File: config.mk
export PLATFORM = sky130hd
export DESIGN_NAME = vram_sync_scheduler
export DESIGN_NICKNAME = d
export VERILOG_FILES = /design/src/rtl/vram_sync_pkg.sv /design/src/rtl/sync_ch_pick.sv /design/src/rtl/vram_sync_scheduler.sv
export SDC_FILE = /design/constraint.sdc
export NUM_CORES = 1
export LEC_CHECK = 0
export CAP_MARGIN = 20
export CORE_ASPECT_RATIO = 1.25
export CORE_MARGIN = 2
export CORE_UTILIZATION = 46
export DETAILED_ROUTE_END_ITERATION = 16
export PLACE_DENSITY = 0.83
export RECOVER_POWER = 25
export SYNTH_ARGS = -nofsm -noshare
export SYNTH_HDL_FRONTEND = slang
export SYNTH_HIERARCHICAL = 1
export SYNTH_SLANG_ARGS = --single-unit
File: constraint.sdc
create_clock -name clk -period 3.8 [get_ports clk]
set_input_delay 0.57 -clock clk [delete_from_list [all_inputs] [get_ports clk]]
set_output_delay 0.57 -clock clk [all_outputs]
set_load 0.05 [all_outputs]
File: src/rtl/vram_sync_pkg.sv
// Shared types and constants for the VRAM sync scheduler.
package vram_sync_pkg;

   localparam int VRAM_SYNC_NUM_CH = 4;

   localparam int CH_PATTERN = 0;
   localparam int CH_TILE    = 1;
   localparam int CH_SPRITE  = 2;
   localparam int CH_PALETTE = 3;

   typedef enum logic [2:0] {
      IDLE   = 3'd0,
      SELECT = 3'd1,
      START  = 3'd2,
      WAIT   = 3'd3,
      CLEAR  = 3'd4
   } sync_state_e;

   // Channel index width, kept at least one bit for single-channel builds.
   function automatic int ch_idx_w(input int n);
      return (n > 1) ? $clog2(n) : 1;
   endfunction

endpackage

File: src/rtl/sync_ch_pick.sv
// Lowest-set-bit priority encoder used to pick the next channel to service.
module sync_ch_pick
   import vram_sync_pkg::*;
#(
   parameter int NUM_CH = VRAM_SYNC_NUM_CH,
   parameter int CW     = ch_idx_w(NUM_CH)
) (
   input  logic [NUM_CH-1:0] req,
   output logic [CW-1:0]     idx,
   output logic              valid
);

   always_comb begin
      idx   = '0;
      valid = |req;
      for (int i = NUM_CH - 1; i >= 0; i--) begin
         if (req[i]) idx = CW'(i);
      end
   end

endmodule

File: src/rtl/vram_sync_scheduler.sv
// Runs sync_writer handshakes one channel at a time during vertical blank.
// Optional per-channel watchdog enabled by defining VRAM_SYNC_WATCHDOG_EN.
//
// state  | meaning
// IDLE   | waiting for vblank_start with requests pending
// SELECT | pick lowest snapshotted channel, or finish the frame
// START  | one-cycle sync pulse to the selected writer
// WAIT   | waiting for the writer's done (first cycle ignored)
// CLEAR  | clear writer done, acknowledge, retire channel
module vram_sync_scheduler
   import vram_sync_pkg::*;
#(
   parameter int NUM_CH  = VRAM_SYNC_NUM_CH,
   parameter int TIMEOUT = 4096
) (
   input  logic              clk,
   input  logic              rst,
   input  logic              vblank_start,
   input  logic [NUM_CH-1:0] sync_req,
   output logic [NUM_CH-1:0] pending,
   output logic [NUM_CH-1:0] sw_sync,
   input  logic [NUM_CH-1:0] sw_done,
   output logic [NUM_CH-1:0] sw_clr_done,
   output logic [NUM_CH-1:0] src_lock,
   output logic [NUM_CH-1:0] sync_ack,
   output logic              busy,
   output logic              frame_done,
   output logic              overrun
`ifdef VRAM_SYNC_WATCHDOG_EN
   ,
   output logic [NUM_CH-1:0] timeout_err,
   input  logic [NUM_CH-1:0] err_clr
`endif
);

   localparam int CW = ch_idx_w(NUM_CH);

   sync_state_e       state;
   logic [NUM_CH-1:0] snapshot;
   logic [CW-1:0]     cur_ch;
   logic [CW-1:0]     pick_idx;
   logic              pick_valid;
   logic              wait_first;
   logic              snap_take;
   logic              done_seen;
   logic              wait_exit;
   logic              timed_out;
   logic [NUM_CH-1:0] ch_onehot;

   sync_ch_pick #(.NUM_CH(NUM_CH), .CW(CW)) u_pick (
      .req   (snapshot),
      .idx   (pick_idx),
      .valid (pick_valid)
   );

   assign ch_onehot = NUM_CH'(1) << cur_ch;
   assign snap_take = (state == IDLE) && vblank_start && (|pending);
   assign done_seen = !wait_first && sw_done[cur_ch];

   always_ff @(posedge clk or posedge rst) begin
      if (rst) begin
         state      <= IDLE;
         snapshot   <= '0;
         pending    <= '0;
         cur_ch     <= '0;
         wait_first <= 1'b0;
      end else begin
         // A request landing on the snapshot edge belongs to the next frame.
         pending <= snap_take ? sync_req : (pending | sync_req);
         case (state)
            IDLE: begin
               if (snap_take) begin
                  snapshot <= pending;
                  state    <= SELECT;
               end
            end
            SELECT: begin
               if (pick_valid) begin
                  cur_ch <= pick_idx;
                  state  <= START;
               end else begin
                  state <= IDLE;
               end
            end
            START: begin
               wait_first <= 1'b1;
               state      <= WAIT;
            end
            WAIT: begin
               wait_first <= 1'b0;
               if (wait_exit) state <= CLEAR;
            end
            CLEAR: begin
               snapshot <= snapshot & ~ch_onehot;
               state    <= SELECT;
            end
            default: state <= IDLE;
         endcase
      end
   end

`ifdef VRAM_SYNC_WATCHDOG_EN
   localparam int WW = $clog2(TIMEOUT + 1);

   logic [WW-1:0] wd_cnt;
   logic          wd_hit;
   logic          timed_out_q;

   assign wd_hit    = (wd_cnt == WW'(TIMEOUT - 1));
   assign wait_exit = done_seen || wd_hit;
   assign timed_out = timed_out_q;

   always_ff @(posedge clk or posedge rst) begin
      if (rst) begin
         wd_cnt      <= '0;
         timed_out_q <= 1'b0;
         timeout_err <= '0;
      end else begin
         if (state == START) wd_cnt <= '0;
         else if (state == WAIT) wd_cnt <= wd_cnt + WW'(1);
         // A done arriving on the final watchdog cycle still counts as success.
         if (state == WAIT) timed_out_q <= wd_hit && !done_seen;
         timeout_err <= (timeout_err & ~err_clr)
                      | (((state == CLEAR) && timed_out_q) ? ch_onehot : '0);
      end
   end
`else
   assign wait_exit = done_seen;
   assign timed_out = 1'b0;
`endif

   assign sw_sync     = (state == START) ? ch_onehot : '0;
   assign src_lock    = ((state == START) || (state == WAIT) || (state == CLEAR)) ? ch_onehot : '0;
   assign sw_clr_done = (state == CLEAR) ? ch_onehot : '0;
   assign sync_ack    = ((state == CLEAR) && !timed_out) ? ch_onehot : '0;
   assign frame_done  = (state == SELECT) && !pick_valid;
   assign busy        = (state != IDLE) && !frame_done;
   assign overrun     = vblank_start && (state != IDLE);

endmodule

==> key figures, run 1 <==
Run status
  – Run status: finished clean

Logic synthesis
  – Synth Area in Compound Gates: 16.9%
  – Post-synthesis sequential area ratio: between 30% and 40%
  – Post-synth ARST share: between 90% and 100%
  – Synth unique cells: 30
  – Leading area contributor after synthesis: dfrtp_1
  – Synth Instances: 90
  – Seq cells post-synth: 14
  – Post-synth EDFFs: 0
  – Largest family of logic cells by synthesized area: simple AND/OR/NAND/NOR gates
  – Multiplexer area fraction after synthesis: approximately 4.8%
  – Simple-gate share of the synthesized area: 30.5%
  – Syn Nets: ~100
  – Post-synth top flop: dfrtp_1
  – Syn Area/Cell: 9.88 sq um
  – Top post-synthesis cells by area: dfrtp_1 (39%), buf_4 (5.1%), nor2_1 (5.1%)
  – Post-synthesis cell area: 890 sq um
  – Post-Synth XOR/XNOR Area: 0%
  – Synth Area in Adders: 0%
  – Share of the synthesized area in the top cell type: ~40%
  – Syn. warnings: 6

Critical path
  – Worst Path Max Fanout: 11
  – CP delay by family, top: buffers and inverters
  – Crit path largest cell delay: a little under 0.9 ns
  – Slowest cell on crit path: clkdlybuf4s50_1
  – Worst r2r src: state[1]
  – Crit. End Element: output port
  – Worst setup path category: reg2out
  – Worst EP arrival: approximately 2.5 ns
  – Crit start category: register
  – Reg2Reg Depth: 3
  – Terminus of the critical flop-to-flop path: cur_ch[0]
  – Worst path cell trace: or3b_4 -> nor3_1 -> clkdlybuf4s50_1
  – WP data required: 3.23 ns
  – R2R setup slack: ~2.2 ns
  – Buf/Inv on CP: 1

Placed design
  – Dpl ws: 1.04 ns
  – # port buffers: 33
  – Final GP Congestion: roughly 0.84
  – Post-DP HPWL: roughly 1.5 mm

Routing
  – Final WL: ~1.9 mm
  – Final ANT Viol Nets: 0
  – # DRC: 0
  – Vias/cell: between 5 and 6
  – Iter 0 DRT Violations: 14
  – Vias: around 770
  – Routed WL per cell: 14.0 microns
  – Pre-antenna DRT Iters: 4

Clock network
  – H-tree level count: 1
  – # hold bufs at CTS: 0
  – CTS Sinks: 14
  – TritonCTS Buffers: 3
  – Root Buffer: clkbuf_4
  – CTS resizes: 0
  – Max Root-Sink Buffers: 2
  – Clock Pin Slew Worst Setup and Hold Paths: 0.08 ns
  – CTS tree: yes
  – Post-CTS Setup Bufs: 0
  – Skew-Pair Late Insertion Delay: around 0.28 ns

STA
  – Max-slew violation count: 0
  – Setup Skew: 0.000820 ns
  – Tmin final: around 3.1 ns
  – RSZ-0062 raised after global routing: no
  – Worst-margin pin slew: approximately 0.52 ns
  – Max-slew headroom: 65.5%
  – Crit share post-route: 81.0%
  – Final setup fails: 0
  – Final WS setup: a little over 0.7 ns
  – Fin. Hold Viols: 0
  – F_max: between 300 and 400 MHz
  – Setup TNS: 0 ns

Min path
  – Hold path start: wait_first
  – Min-delay worst type: reg2reg
  – WHS Path Cells: 2
  – Hold Path Sink: wait_first

Cells and area
  – Area delta synth->final: 36.3%
  – ANT cells: 0
  – Fillcell total: approximately 150
  – Sequential Area: ~350 sq um
  – Most frequent cells in the layout: clkdlybuf4s50_1 (32), dfrtp_1 (14), nor2_1 (12)
  – Multi-input logic area: about 460 sq um
  – Final #Nets: approximately 130
  – Share of cells above drive strength 1: between 10% and 20%
  – Most common cell after layout, fill and taps aside: clkdlybuf4s50_1

Floorplan
  – Die W: around 43 microns
  – Core area: 1790 sq um
  – DIE HEIGHT: about 53 microns
  – # IOs: 34
  – Starting Density: 49.8%
  – Die area: between 2000 and 2500 sq um
  – # rows: 17

Global route
  – Total GRT Usage: 19.2%
  – Total global routing overflow: 0
  – Largest net degree at the start of global routing: 15
  – First-pass GRT wire length: between 3 and 4 mm
  – Initial antenna violation count: 0
  – Vias in the first global route: roughly 760

Power
  – Worst VDD drop: 0.457 mV
  – Pwr Density: 809 nW/um^2
  – P_leak: approximately 0.47 nW

Flow run
  – Max-Cap Viols: 0
## worst max-delay path by stage
stage | end | cells past startpoint | startpoint | slack, ns
2_1_floorplan | busy | 4 | snapshot[2] | 0.25
3_3_place_gp | sw_clr_done[0] | 3 | state[2] | 1.10
3_5_place_dp | sw_clr_done[0] | 3 | state[2] | 1.04
4_1_cts | sw_clr_done[0] | 3 | state[2] | 0.72
5_1_grt | sw_clr_done[0] | 3 | state[2] | 0.64
6_report | sw_clr_done[0] | 3 | state[2] | 0.72
## power breakdown
group / switching (mW) / internal [mW] / total (mW)
Sequential: 0.111 / 0.208 / 0.318
Clock: 0.0502 / 0.0583 / 0.109
Combinational: 0.321 / 0.233 / 0.554
Total: 0.481 / 0.499 / 0.980
## sequential cells by signal, indices dropped and copies added (netlist names)
name,flops
pending,4
cur_ch,2
wait_first,1
snapshot,4
state,3
## cell type report
type,count,share of cell area (%)
clock buffers,4,2.99
inverters,2,0.619
multi-input cells,66,38.3
flip-flops and latches,14,28.9
well taps,19,1.96
repair buffers,33,27.2
## synthesized netlist by cell type, types with 2 or more instances
library cell,count
dfrtp_1,14
nor2_1,12
nand2_1,9
buf_4,6
a21oi_1,5
nand2b_1,5
a21o_1,4
nor3_1,4
o21ai_1,4
buf_6,2
inv_1,2
mux2_2,2
mux2i_1,2
nor3b_2,2
or2_1,2
## stage by stage
| stage | instance area (sq um) | utilization [%] | total power, mW | hold slack, ns | instances |
|---|---|---|---|---|---|
| after floorplan | 890 | - | 0.747 | 0.450 | 90 |
| after global placement | 1180 | 65.8 | 0.862 | 0.474 | 134 |
| after detailed placement | 1180 | 65.8 | 0.878 | 0.489 | 134 |
| after CTS | 1210 | 67.9 | 0.988 | 0.520 | 138 |
| after global routing | 1210 | 67.9 | 1.04 | 0.562 | 138 |
| final | 1210 | 67.9 | 0.980 | 0.516 | 138 |
## tightest hold or removal path: stages, from the launching register on
cell,delay (ns)
dfrtp_1,0.36
nand2_1,0.06
nand2_1,0.07
## cells by family after synthesis
family,after synthesis
AO/OA/AOI/OAI,19
buffers and inverters,10
flip-flops,14
multiplexers,4
AND/OR/NAND/NOR,43
## per-layer routing
layer / GRT usage, % / up-vias / part of all wire [%]
li1: - / 374 / -
met1: 24.1 / 365 / 44
met2: 30.6 / 19 / 50
met3: 3.41 / 7 / 3.6
met4: 11.1 / 0 / 2.5
met5: 0 / - / 0
Note: power is estimated with default switching activity, not from simulation.
==> inputs of run 2 (changes only) <==
CORE_UTILIZATION = 39   (was 46)
PLACE_DENSITY = 0.75   (was 0.83)
clock period = 2.8 ns   (was 3.8 ns; I/O delays follow)
==> key figures, run 2 (same netlist as run 1, synthesis figures left out) <==
Run status
  – Run status: finished clean (unchanged)

Power
  – Pwr Density: 1090 nW/um^2 (was 809 nW/um^2)
  – Final Total Pwr: 1.32 mW (was 0.980 mW)
  – Worst VDD drop: 0.593 mV (was 0.457 mV)
  – P_leak: 0.510 nW (was 0.470 nW)

Global route
  – Total GRT Usage: 16.1% (was 19.2%)
  – Initial antenna violation count: 0 (unchanged)
  – Largest net degree at the start of global routing: 15 (unchanged)
  – First-pass GRT wire length: 3.19 mm (was 3.24 mm)
  – Vias in the first global route: 743 (was 761)
  – Total global routing overflow: 0 (unchanged)

STA
  – Worst-margin pin slew: 0.524 ns (was 0.517 ns)
  – Max-slew headroom: 65.0% (was 65.5%)
  – Setup Skew: 0.000675 ns (was 0.000820 ns)
  – Final setup fails: 0 (unchanged)
  – Max-slew violation count: 0 (unchanged)
  – F_max: approximately 380 MHz
  – Fin. Hold Viols: 0 (unchanged)
  – Setup TNS: 0 ns (unchanged)
  – Crit share post-route: 93.8%
  – RSZ-0062 raised after global routing: no (unchanged)
  – Hold slack final: 0.499 ns (was 0.516 ns)
  – Tmin final: 2.63 ns

Cells and area
  – Most common cell after layout, fill and taps aside: clkdlybuf4s50_1 (unchanged)
  – Share of cells above drive strength 1: 26.1% (was 14.3%)
  – Area delta synth->final: 35.7% (was 36.3%)
  – ANT cells: 0 (unchanged)
  – Regs by FF count: pending: 4 flops, snapshot: 4 flops, state: 3 flops (unchanged)
  – Multi-input logic area: 470 sq um (was 464 sq um)
  – Fillcell total: 209 (was 146)
  – Final #Nets: 131 (unchanged)
  – Most frequent cells in the layout: clkdlybuf4s50_1 (19), dfrtp_1 (13), nor2_1 (12), buf_4 (12), nand2_1 (9) (was clkdlybuf4s50_1 (32), dfrtp_1 (14), nor2_1 (12))
  – Sequential Area: 352 sq um (was 350 sq um)

Clock network
  – CTS Sinks: 14 (unchanged)
  – Max Root-Sink Buffers: 2 (unchanged)
  – # hold bufs at CTS: 0 (unchanged)
  – Root Buffer: clkbuf_4 (unchanged)
  – CTS tree: yes (unchanged)
  – CTS resizes: 0 (unchanged)
  – Post-CTS Setup Bufs: 0 (unchanged)
  – H-tree level count: 1 (unchanged)
  – Skew-Pair Late Insertion Delay: 0.27 ns (was 0.28 ns)
  – Clock Pin Slew Worst Setup and Hold Paths: 0.09 ns (was 0.08 ns)
  – TritonCTS Buffers: 3 (unchanged)

Flow run
  – Max-Cap Viols: 0 (unchanged)

Min path
  – Hold path start: wait_first (unchanged)
  – WHS Path Cells: 2 (unchanged)
  – Min-delay worst type: reg2reg (unchanged)
  – Hold Path Sink: wait_first (unchanged)

Routing
  – Final ANT Viol Nets: 0 (unchanged)
  – Pre-antenna DRT Iters: 4 (unchanged)
  – # DRC: 0 (unchanged)
  – Routed WL per cell: 12.7 microns (was 14.0 microns)
  – Iter 0 DRT Violations: 7 (was 14)
  – Final WL: 1.90 mm (was 1.93 mm)
  – Vias/cell: 5.03 (was 5.54)
  – Vias: 755 (was 765)

Placed design
  – Post-DP HPWL: 1.53 mm (was 1.54 mm)
  – # port buffers: 33 (unchanged)
  – Final GP Congestion: 0.783 (was 0.843)

Floorplan
  – Die area: 2680 sq um (was 2300 sq um)
  – Core area: 2190 sq um (was 1790 sq um)
  – DIE HEIGHT: 57.4 microns (was 53.2 microns)
  – Starting Density: 40.7% (was 49.8%)
  – # rows: 19 (was 17)
  – # IOs: 34 (unchanged)
  – Die W: 46.7 microns (was 43.3 microns)

Critical path
  – Crit. End Element: output port (unchanged)
  – Terminus of the critical flop-to-flop path: snapshot[0] (was cur_ch[0])
  – Reg2Reg Depth: 3 (unchanged)
  – WP data required: 2.38 ns (was 3.23 ns)
  – Crit start category: register (unchanged)
  – Worst EP arrival: 2.21 ns (was 2.51 ns)
  – R2R setup slack: 1.20 ns (was 2.23 ns)
  – Worst Path Max Fanout: 11 (unchanged)
  – Worst r2r src: state[2] (was state[1])
  – Worst setup path category: reg2out (unchanged)
==> run 2: cell types whose count changed in the layout (fill, tap and decap cells not counted), sizes merged <==
cell and change:
dlymetal6s2s +1, clkdlybuf4s50 -13, buf +12
==> run 2: critical path, stage by stage (launching register included) <==
cell and delay (ns):
dfrtp_1 0.54, nand2b_4 0.22, or2_1 0.26, nor2_1 0.09, clkdlybuf4s50_1 0.82
==> run 2: stage by stage <==
| stage | instance area [sq um] | util (%) | instances | worst slack (ns) |
|---|---|---|---|---|
| global route | 1210 | 55.2 | 150 | 0.0695 |
| global placement | 1170 | 53.4 | 146 | 0.441 |
| detailed placement | 1170 | 53.4 | 146 | 0.390 |
| CTS | 1200 | 55.0 | 150 | 0.0948 |
| floorplan | 896 | - | 90 | 0.0740 |
| finish | 1210 | 55.2 | 150 | 0.174 |
==> run 2: layer usage <==
| metal | track usage, % | vias to the layer above | share of wire, % |
|---|---|---|---|
| met4 | 7.14 | 0 | 1.9 |
| met1 | 20.9 | 362 | 44 |
| met3 | 1.90 | 4 | 1.6 |
| met2 | 26.2 | 16 | 53 |
| li1 | - | 373 | - |
| met5 | 0 | - | 0 |
==> run 2: cell type report <==
class | instances | share of cell area (%)
Inverter | 2 | 0.622
Timing Repair Buffer | 33 | 25.1
Multi-Input combinational cell | 66 | 39.0
Tap cell | 31 | 3.21
Clock buffer | 4 | 3.01
Sequential cell | 14 | 29.1
==> run 2: where the power goes <==
part / switching, mW / total [mW] / internal [mW]
Clock: 0.0674 / 0.146 / 0.0790
Combinational: 0.430 / 0.737 / 0.307
Sequential: 0.150 / 0.433 / 0.283
==> run 2: worst max-delay path by stage <==
stage	from	endpoint
after detailed placement	state[2]	sw_sync[0]
after global routing	state[2]	sw_sync[3]
after CTS	state[2]	sw_sync[0]
after global placement	state[2]	sw_sync[0]
final	state[2]	sw_sync[2]
after floorplan	state[0]	sync_ack[0]
==> RTL edit: new RTL, flow settings as in run 2 <==
The package constant `VRAM_SYNC_NUM_CH` goes from 4 to 5.
--- a/src/rtl/vram_sync_pkg.sv
+++ b/src/rtl/vram_sync_pkg.sv
@@ -1,7 +1,7 @@
 // Shared types and constants for the VRAM sync scheduler.
 package vram_sync_pkg;
 
-   localparam int VRAM_SYNC_NUM_CH = 4;
+   localparam int VRAM_SYNC_NUM_CH = 5;
 
    localparam int CH_PATTERN = 0;
    localparam int CH_TILE    = 1;
Ports: changed (7 resized); port bits go from 34 to 41. No check against the original RTL was run, so the function may have changed too.
==> RTL edit against run 2 <==
Sequential share of layout area shrank 0.23 points. Utilization grew 4.8 points. Clock skew grew 2.9 ps. Global-route usage grew 2.2 points. Largest power group unchanged. Critical path type unchanged. Power grew 15%. Setup slack gained 100 ps. Final area grew 22%. Critical endpoint is now sw_clr_done[1]. Sequential cell count grew 3. Synthesized area grew 13%. Routed wire length grew 33%. Fmax grew 4.0%. Synthesized cell count grew 18%.
==> RTL edit: results (changes against run 2) <==
- Status: completed (unchanged)
- Fin nets: 157 (was 131)
- Total Wirelength: 2.53 mm (was 1.90 mm)
- CP arrival: 2110 ps (was 2210 ps)
- P&R area growth vs syn: 46.0% (was 35.7%)
- Origin of the critical flop-to-flop path: state[0] (was state[2])
- Pre-CTS WS: 306 ps (was 390 ps)
- Layout cells sized above 1: 13.3% (was 26.1%)
- Reg2reg path depth: 5 (was 3)
- DP Area: 1400 um^2 (was 1170 um^2)
- LEAKAGE: 0.884 nW (was 0.510 nW)
- Hpwl dp: 1.93 mm (was 1.53 mm)
- Total number of vias: 911 (was 755)
- Synth top cells by count: nor2_1, dfrtp_1, nand2_1 (was dfrtp_1, nor2_1, nand2_1)
- Max Clock Skew: 3.58 ps (was 0.675 ps)
- Final GP Congestion: 0.843 (was 0.783)
- Worst-Skew Late Latency: 290 ps (was 270 ps)
- Regs by FF count: pending (5), snapshot (5) (was pending (4), snapshot (4), state (3))
- Netlist cell types: 34 (was 30)
- Net Count, Synth: 119 (was 101)
- Flop2flop setup slack: 1180 ps (was 1200 ps)
- Tot GR Track Use: 18.3% (was 16.1%)
- 1st-iter DRT viols: 8 (was 7)
- WHS Endpoint: pending[1] (was wait_first)
- Number of global-route vias before repair: 937 (was 743)
- Worst slew pin tran: 656 ps (was 524 ps)
- Switching Fraction: 50.3% (was 49.1%)
- FF-to-FF End: state[0] (was snapshot[0])
- Peak supply drop: 554 uV (was 593 uV)
- Hold path startpoint: pending[1] (was wait_first)
- Crit path max fanout: 8 (was 11)
- Largest net degree at the start of global routing: 18 (was 15)
- Minimum hold slack: 549 ps (was 499 ps)
- Placed Instances: 172 (was 146)
- Fill cells: 244 (was 209)
[RTL edit: cell types whose count changed after synthesis, sizes merged, moves of 2 or more]
| cell | before | now |
|---|---|---|
| nor4 | 0 | 2 |
| or2 | 2 | 0 |
| nor2b | 0 | 2 |
| nor3 | 5 | 2 |
| nand3b | 0 | 2 |
| nor2 | 12 | 20 |
| inv | 2 | 4 |
| nand2b | 6 | 3 |
| dfrtp | 14 | 17 |
| o21ai | 4 | 2 |
| nand2 | 9 | 11 |
[RTL edit: routing by layer]
layer | global-route usage (%) | part of all wire [%] | vias up
met3 | 4.43 | 8.6 | 3
met4 | 6.35 | 0.75 | 0
met1 | 21.6 | 42 | 435
li1 | - | - | 432
met5 | 0 | 0 | -
met2 | 33.2 | 48 | 41
[RTL edit: worst max-delay path, stage by stage, from the launching register on]
cell           delay (ps)
dfrtp_1               490
or3b_2                540
nor2_1                220
dlygate4sd2_1         570
[RTL edit: final cells by class]
| cell class | count | area share [%] |
|---|---|---|
| inverters | 4 | 1.02 |
| well taps | 33 | 2.80 |
| clock buffers | 4 | 1.78 |
| flip-flops and latches | 17 | 28.9 |
| repair buffers | 41 | 30.7 |
| multi-input cells | 77 | 34.8 |
[RTL edit: worst max path at each step]
stage / startpoint / to / slack (ps)
finish: cur_ch[1] / sw_clr_done[1] / 270
global route: cur_ch[1] / sw_clr_done[1] / 160
CTS: state[2] / sw_sync[2] / 9
detailed placement: state[2] / sw_sync[3] / 310
global placement: cur_ch[1] / sw_clr_done[1] / 380
floorplan: cur_ch[1] / sync_ack[1] / 360
[RTL edit: cells by family (layout without fill, tap and decap cells)]
family	count (synthesis)	in the layout	share of synthesized area (%)
and+or+nand+nor	53	53	30.5
buffers and inverters	12	49	7.57
muxes	5	5	5.33
AOI/OAI and AO/OA	19	19	14.4
DFF	17	17	42.2
[RTL edit: repair_timing]
action | in CTS | in global routing
setup endpoints to repair | 3 | 19
resized for setup | 3 | 19
hold buffers | 0 | 0
[RTL edit: power by group through the flow]
stage                     sequential, mW  combinational [mW]  clock, mW
final                              0.487               0.898      0.130
after global routing               0.509               0.969      0.147
after CTS                          0.487               0.913      0.134
after detailed placement           0.492               0.912          0
after global placement             0.480               0.893          0
after floorplan                    0.489               0.658          0
